File: src/rtl/instr_decode.sv
// RV32I decode/dispatch stage behind the fetch FIFO.
// Holds one decoded instruction until its reservation station accepts it.
module instr_decode #(
  parameter int XLEN         = 32,
  parameter int THREAD_WIDTH = 2,
  parameter int INSTR_WIDTH  = 32
) (
  input  logic                    clk,
  input  logic                    rst,
  input  logic                    fifo_empty_i,
  input  logic [THREAD_WIDTH-1:0] thread_id_i,
  input  logic [XLEN-1:0]         pc_i,
  input  logic [INSTR_WIDTH-1:0]  instr_i,
  output logic                    decode_ack_o,
  input  logic                    stall_i,
  input  logic                    flush_i,
  input  logic [THREAD_WIDTH-1:0] flush_thread_i,
  input  logic                    alu_ready_i,
  input  logic                    br_ready_i,
  input  logic                    lsu_ready_i,
  input  logic                    sys_ready_i,
  output logic                    valid_o,
  output logic [1:0]              rs_sel_o,
  output logic [THREAD_WIDTH-1:0] thread_id_o,
  output logic [XLEN-1:0]         pc_o,
  output logic [4:0]              rd_o,
  output logic [4:0]              rs1_o,
  output logic [4:0]              rs2_o,
  output logic [2:0]              funct3_o,
  output logic [6:0]              funct7_o,
  output logic [XLEN-1:0]         imm_o,
  output logic                    illegal_o
);

  localparam logic [1:0] RS_ALU = 2'd0;
  localparam logic [1:0] RS_BR  = 2'd1;
  localparam logic [1:0] RS_LSU = 2'd2;
  localparam logic [1:0] RS_SYS = 2'd3;

  localparam logic [6:0] OP_OP     = 7'b0110011;
  localparam logic [6:0] OP_IMM    = 7'b0010011;
  localparam logic [6:0] OP_LUI    = 7'b0110111;
  localparam logic [6:0] OP_AUIPC  = 7'b0010111;
  localparam logic [6:0] OP_JAL    = 7'b1101111;
  localparam logic [6:0] OP_JALR   = 7'b1100111;
  localparam logic [6:0] OP_BRANCH = 7'b1100011;
  localparam logic [6:0] OP_LOAD   = 7'b0000011;
  localparam logic [6:0] OP_STORE  = 7'b0100011;
  localparam logic [6:0] OP_SYSTEM = 7'b1110011;
  localparam logic [6:0] OP_MISC   = 7'b0001111;

  logic [6:0]      opcode;
  logic [1:0]      sel_d;
  logic            ill_d;
  logic [XLEN-1:0] imm_i, imm_s, imm_b, imm_u, imm_j, imm_d;

  assign opcode = instr_i[6:0];

  assign imm_i = XLEN'($signed(instr_i[31:20]));
  assign imm_s = XLEN'($signed({instr_i[31:25], instr_i[11:7]}));
  assign imm_b = XLEN'($signed({instr_i[31], instr_i[7],
                                instr_i[30:25], instr_i[11:8], 1'b0}));
  assign imm_u = XLEN'({instr_i[31:12], 12'b0});
  assign imm_j = XLEN'($signed({instr_i[31], instr_i[19:12],
                                instr_i[20], instr_i[30:21], 1'b0}));

  always_comb begin
    sel_d = RS_SYS;
    ill_d = 1'b0;
    imm_d = '0;
    unique case (opcode)
      OP_OP: sel_d = RS_ALU;
      OP_IMM: begin
        sel_d = RS_ALU;
        imm_d = imm_i;
      end
      OP_LUI, OP_AUIPC: begin
        sel_d = RS_ALU;
        imm_d = imm_u;
      end
      OP_JAL: begin
        sel_d = RS_BR;
        imm_d = imm_j;
      end
      OP_JALR: begin
        sel_d = RS_BR;
        imm_d = imm_i;
      end
      OP_BRANCH: begin
        sel_d = RS_BR;
        imm_d = imm_b;
      end
      OP_LOAD: begin
        sel_d = RS_LSU;
        imm_d = imm_i;
      end
      OP_STORE: begin
        sel_d = RS_LSU;
        imm_d = imm_s;
      end
      // FENCE carries an I-format immediate (fm/pred/succ)
      OP_SYSTEM, OP_MISC: begin
        sel_d = RS_SYS;
        imm_d = imm_i;
      end
      default: begin
        sel_d = RS_SYS;
        ill_d = 1'b1;
      end
    endcase
  end

  logic ready_sel;
  logic fire, drop, load, flush_hit;

  always_comb begin
    ready_sel = 1'b0;
    unique case (rs_sel_o)
      RS_ALU: ready_sel = alu_ready_i;
      RS_BR:  ready_sel = br_ready_i;
      RS_LSU: ready_sel = lsu_ready_i;
      default: ready_sel = sys_ready_i;
    endcase
  end

  assign fire      = valid_o & ready_sel;
  assign drop      = flush_i & ~fifo_empty_i & (thread_id_i == flush_thread_i);
  assign load      = ~fifo_empty_i & ~stall_i & (~valid_o | fire) & ~drop;
  assign flush_hit = flush_i & valid_o & (thread_id_o == flush_thread_i);

  assign decode_ack_o = ~rst & (load | drop);

  always_ff @(posedge clk) begin
    if (rst) begin
      valid_o     <= 1'b0;
      rs_sel_o    <= '0;
      thread_id_o <= '0;
      pc_o        <= '0;
      rd_o        <= '0;
      rs1_o       <= '0;
      rs2_o       <= '0;
      funct3_o    <= '0;
      funct7_o    <= '0;
      imm_o       <= '0;
      illegal_o   <= 1'b0;
    end else if (load) begin
      valid_o     <= 1'b1;
      rs_sel_o    <= sel_d;
      thread_id_o <= thread_id_i;
      pc_o        <= pc_i;
      rd_o        <= instr_i[11:7];
      rs1_o       <= instr_i[19:15];
      rs2_o       <= instr_i[24:20];
      funct3_o    <= instr_i[14:12];
      funct7_o    <= instr_i[31:25];
      imm_o       <= imm_d;
      illegal_o   <= ill_d;
    end else if (fire | flush_hit) begin
      valid_o <= 1'b0;
    end
  end

endmodule

File: config.mk
export PLATFORM = sky130hd
export DESIGN_NAME = instr_decode
export DESIGN_NICKNAME = d
export VERILOG_FILES = /design/src/rtl/instr_decode.sv
export SDC_FILE = /design/constraint.sdc
export NUM_CORES = 1
export LEC_CHECK = 0
export CAP_MARGIN = 20
export CELL_PAD_IN_SITES_DETAIL_PLACEMENT = 2
export CELL_PAD_IN_SITES_GLOBAL_PLACEMENT = 2
export CORE_ASPECT_RATIO = 1.2
export CORE_MARGIN = 4
export CORE_UTILIZATION = 21
export DETAILED_ROUTE_END_ITERATION = 12
export PLACE_DENSITY_LB_ADDON = 0.15
export SKIP_CTS_REPAIR_TIMING = 1
export SYNTH_ARGS = -nofsm -noshare
export SYNTH_HDL_FRONTEND = slang
export SYNTH_SLANG_ARGS = --single-unit
File: constraint.sdc
create_clock -name clk -period 1.7 [get_ports clk]
set_input_delay 0.255 -clock clk [delete_from_list [all_inputs] [get_ports clk]]
set_output_delay 0.255 -clock clk [all_outputs]
set_load 0.02 [all_outputs]
== Word level (Yosys, flattened, before mapping) ==
Cells that the tools add are included.
Word-level totals
  register bits after elaboration: 95
  input bits: 77
  output and inout bits: 96
  logic and storage cells: 57
Cells by class
  equality and inequality tests: 15
  multiplexer cells: 6
  bitwise logic cells: 17
  reductions and logical operators: 8
Operators with widths (number)
  $pmux W32 S5: 1
  $eq A7 B7 Y1 const B: 4
  $eq A7 B6 Y1 const B: 3
  $eq A7 B5 Y1 const B: 2
  $reduce_or A11 Y1: 1
  $and A1 B1 Y1: 9
  $eq A7 B2 Y1 const B: 1
  $eq A7 B4 Y1 const B: 1
  $pmux W2 S3: 1
  $not A1 Y1: 5
  $reduce_or A5 Y1: 1
  $eq A2 B2 Y1: 2
  $reduce_or A2 Y1: 2
  $reduce_or A4 Y1: 1
  $mux W1: 3
  $or A1 B1 Y1: 3
  $pmux W1 S3: 1
  $reduce_or A3 Y1: 1
  $eq A2 B1 Y1 const B: 1
  $eq A2 B2 Y1 const B: 1
  $logic_not A2 Y1: 1
  $reduce_bool A2 Y1: 1

== Logic depth before layout (Yosys ltp) ==
  depth after elaboration: 8
  depth in mapped cells: 7
  gate-level depth less buffers: 5

== Worst setup path before layout ==
OpenSTA, ideal clock, no wires.
  path kind: reg-to-reg
  start point: reg rs_sel_o[0]
  end point: reg imm_o[16]
  setup time: 0.141 ns
  arrival time: 1.763 ns
  slack: -0.204 ns
  stages on the path, launching flop included: 8
  period minus slack after synthesis: 1.904 ns
  cells stage by stage: dfxtp_1 -> mux4_2 -> nand2b_4 -> and3_1 -> buf_6 -> nand2_4 -> buf_6 -> o31ai_2
On the way
  word-level cells in the longest chain between the ends: 6
  elaborated cells between the ends (all ways): 8
  classes of those cells: 2 x eq/ne; 1 x mux; 4 x bitwise; 1 x reduce/logical
RTL lines
  start: declaration: line 23  | output logic [1:0] rs_sel_o,
  start signal: assignment: line 148  | rs_sel_o <= sel_d;
  $eq A2 B2 Y1, or another cell as far along: line 118  | unique case (rs_sel_o)
  $pmux W1 S3 *: line 118
  $and A1 B1 Y1 *: line 126  | assign fire = valid_o & ready_sel;
  $or A1 B1 Y1 *: line 128  | assign load = ~fifo_empty_i & ~stall_i & (~valid_o | fire) & ~drop;
  $and A1 B1 Y1 * (2 in a row): line 128
  end signal: assignment: line 156  | imm_o <= imm_d;
  end: declaration: line 31  | output logic [XLEN-1:0] imm_o,
Mark *: on every way between the ends. The rest lies on a longest branch, timed or not.
A chain may end at the register's enable or synchronous reset.

== Final worst setup path ==
  start point: reg rs_sel_o[0]
  end point: out decode_ack_o
On the way
  word-level cells in the longest chain between the ends: 8
  elaborated cells between the ends (all ways): 10
  classes of those cells: 2 x eq/ne; 1 x mux; 6 x bitwise; 1 x reduce/logical
RTL lines
  $eq A2 B2 Y1, or another cell as far along: line 118
  $pmux W1 S3 *: line 118
  $and A1 B1 Y1 *: line 126
  $or A1 B1 Y1 *: line 128
  $and A1 B1 Y1 * (2 in a row): line 128
  $or A1 B1 Y1 *: line 131  | assign decode_ack_o = ~rst & (load | drop);
  $and A1 B1 Y1 *: line 131
  end: declaration: line 14  | output logic decode_ack_o,
Marks and branches as above.

==> results.json <==
{
  "finalCriticalPeriod_ps": 1900,
  "synth_area_per_cell_um2": 8.73,
  "placed_area_um2": 6440,
  "drv_slew": 0,
  "cp.depth": 5,
  "final_core_util_pct": 39.8,
  "yosys.area.top_type": "dfxtp_1",
  "final.fill_count": 2087,
  "crit_chain": "mux4_2, nand2b_4, nand2_2, a21oi_2, buf_6",
  "vias": 4392,
  "dieArea_um2": 21900,
  "reg2regPathDepth": 7,
  "htreeDepth": 3,
  "finalPower_mw": 5.62,
  "skew_ps": 6.49,
  "fmax_mhz": 526,
  "seq_area_frac_synth_pct": 46.2,
  "p_sw_share_pct": 29.1,
  "yosys_warnings": 0,
  "wirelength_met1_um": 7550,
  "hold_slack_ps": 444,
  "cts_inserted_buffers": 9,
  "dp_hpwl_um": 12700,
  "grt.overflow.total": 0,
  "pwr-share-comb_pct": 21.9,
  "wl_per_cell_um": 19.5,
  "worstReg2RegStart": "rs_sel_o[0]",
  "antenna_left": 0,
  "final.setup.tns_ps": -6250,
  "p_per_area_nw_per_um2": 742,
  "drc": 0,
  "fin_crit_sh_pct": 112,
  "fin_area_um2": 7580,
  "area_growth_pct": 84.3,
  "start_kind": "flop",
  "cp-startpoint": "rs_sel_o[0]",
  "p_clk_share_pct": 36.2,
  "critical_path_class": "reg -> out",
  "syn_inst": 471,
  "worstMarginPinSlew_ps": 550,
  "rsz0062_at_grt": "yes",
  "cp_top_family": "multiplexers",
  "grt_use_total_pct": 15.6,
  "io_pins": 173,
  "slew_headroom_pct": 63.3,
  "nets": 772,
  "endpoint_kind": "output pin",
  "leakage_nw": 2.79,
  "cpPeakStageDelay_ps": 500,
  "reg2reg_to": "imm_o[6]",
  "grt_max_degree": 98,
  "routed-wl-met2_um": 9840,
  "highest_layer": "met4",
  "maxCapViolCount": 0,
  "wl_um": 18700,
  "cp.required_ps": 1440,
  "synth_nets": 548,
  "synth-seq-cells": 95,
  "numPortBuffers": 172,
  "final_hold_viol_count": 0,
  "cts.path.max_buffers": 2,
  "async_reset_ff_share_pct": 0,
  "slowest_stage": "mux4_2",
  "place.gp.congestion": 0.777,
  "fp.dieH_um": 161,
  "synth.area.top_cells": "dfxtp_1 (46%), nand2_1 (12%), a21oi_1 (11%), o31ai_2 (6.1%), nand3b_1 (4.9%)",
  "p_sw_mw": 1.63,
  "finalWorstSetupSlack_ps": -202,
  "path_clk_slew_ps": 70,
  "irDropWorstVdd_mv": 0.438,
  "dp_cells": 916,
  "drive_above_1_share_pct": 31.1,
  "intPower_mw": 3.99,
  "drt_pass1_iterations": 4,
  "synthFlopType": "dfxtp_1",
  "synth_cell_types": 50,
  "syn_area_um2": 4110,
  "place_ws_ps": -619,
  "violations": "setup timing",
  "netlist_top_cells_count": "nand2_1 (127), dfxtp_1 (95), a21oi_1 (89)",
  "antenna_found_initial": 0,
  "setup_violations": 93,
  "final_cell_count_no_fill": 957,
  "numClockSinks": 95,
  "grt_pass1_wl_um": 26800,
  "core_area_um2": 19100,
  "drtIter0Drc": 170,
  "die_x_um": 136,
  "cp_max_fo": 4,
  "synth.most_common_cell": "nand2_1",
  "cts-root-buf": "clkbuf_16",
  "crit_buf_inv": 1,
  "row_count": 55,
  "synth_top_area_share_pct": 46.2,
  "synth_enable_flop_cells": 0,
  "cts_tree": "yes",
  "clock_latency_ps": 350,
  "pwr-share-seq_pct": 41.9,
  "endpoint": "decode_ack_o",
  "initial_core_util_pct": 21.6,
  "cp.arrival_ps": 1650,
  "met3_wirelength_um": 1070,
  "grt_pass1_vias": 4722,
  "vias_per_cell": 4.59,
  "status": "finished, violations left",
  "hold_class": "in -> reg",
  "reg2reg_slack_ps": -170
}
## placed cells by master (no fill, tap or decap), types with 8 or more instances in the layout
cell type | netlist | final
a21oi_2 | 0 | 37
nand2_2 | 1 | 21
buf_12 | 0 | 8
dfxtp_1 | 95 | 94
dlymetal6s2s_1 | 0 | 9
clkdlybuf4s50_1 | 0 | 161
a21oi_1 | 89 | 52
buf_4 | 3 | 52
clkbuf_16 | 0 | 15
o31ai_2 | 20 | 22
nand3b_1 | 27 | 27
nand2_1 | 127 | 88
nand2_4 | 1 | 19
## cell type report
| class | instances | area (µm²) | share of cell area (%) |
|---|---|---|---|
| Antenna cell | 1 | 2.50 | 0.0330 |
| Tap cell | 256 | 320 | 4.22 |
| Sequential cell | 95 | 1910 | 25.1 |
| Timing Repair Buffer | 249 | 2610 | 34.4 |
| Inverter | 2 | 7.51 | 0.0990 |
| Clock buffer | 10 | 239 | 3.15 |
| Multi-Input combinational cell | 338 | 2450 | 32.3 |
| Clock inverter | 6 | 52.6 | 0.693 |
## worst min path at each step
stage / start / end / cells after the start
finish: pc_i[25] / pc_o[25] / 3
global route: pc_i[0] / pc_o[0] / 3
CTS: pc_i[25] / pc_o[25] / 3
detailed placement: rd_o[3] / rd_o[3] / 2
global placement: pc_o[0] / pc_o[0] / 2
floorplan: instr_i[30] / imm_o[10] / 1
## cells by family after synthesis
family                 count (synthesis)  synth area share [%]
buffers and inverters                 41                  5.38
AO/OA/AOI/OAI                        146                  25.3
multiplexers                           1                 0.547
XOR/XNOR                               4                 0.851
AND/OR/NAND/NOR                      184                  21.7
flip-flops                            95                  46.2
## state kept, by name, indices dropped and copies added, names as in the netlist, 2 cells and up
signal,cells
rs_sel_o,2
funct7_o,7
rs1_o,5
rs2_o,5
funct3_o,3
rd_o,5
imm_o,32
thread_id_o,2
pc_o,32
## worst min-delay path, delay by kind of cell
kind	cells	cell delay [ps]
AOI/OAI and AO/OA	1	50
buffers and inverters	1	390
and+or+nand+nor	1	60
## per-layer routing
| metal | vias to the layer above | track usage (%) |
|---|---|---|
| li1 | 2109 | - |
| met4 | 0 | 4.40 |
| met1 | 2157 | 18.5 |
| met2 | 112 | 27.6 |
| met5 | - | 0 |
| met3 | 14 | 4.24 |
## power groups by stage
stage	Combinational (mW)	Clock, mW	Sequential [mW]
2_1_floorplan	0.339	0	2.49
3_3_place_gp	0.984	0	2.39
3_5_place_dp	1.01	0	2.40
4_1_cts	1.01	2.13	2.35
5_1_grt	1.32	2.21	2.37
6_report	1.23	2.03	2.36
Note: power is estimated with default switching activity, not from simulation.
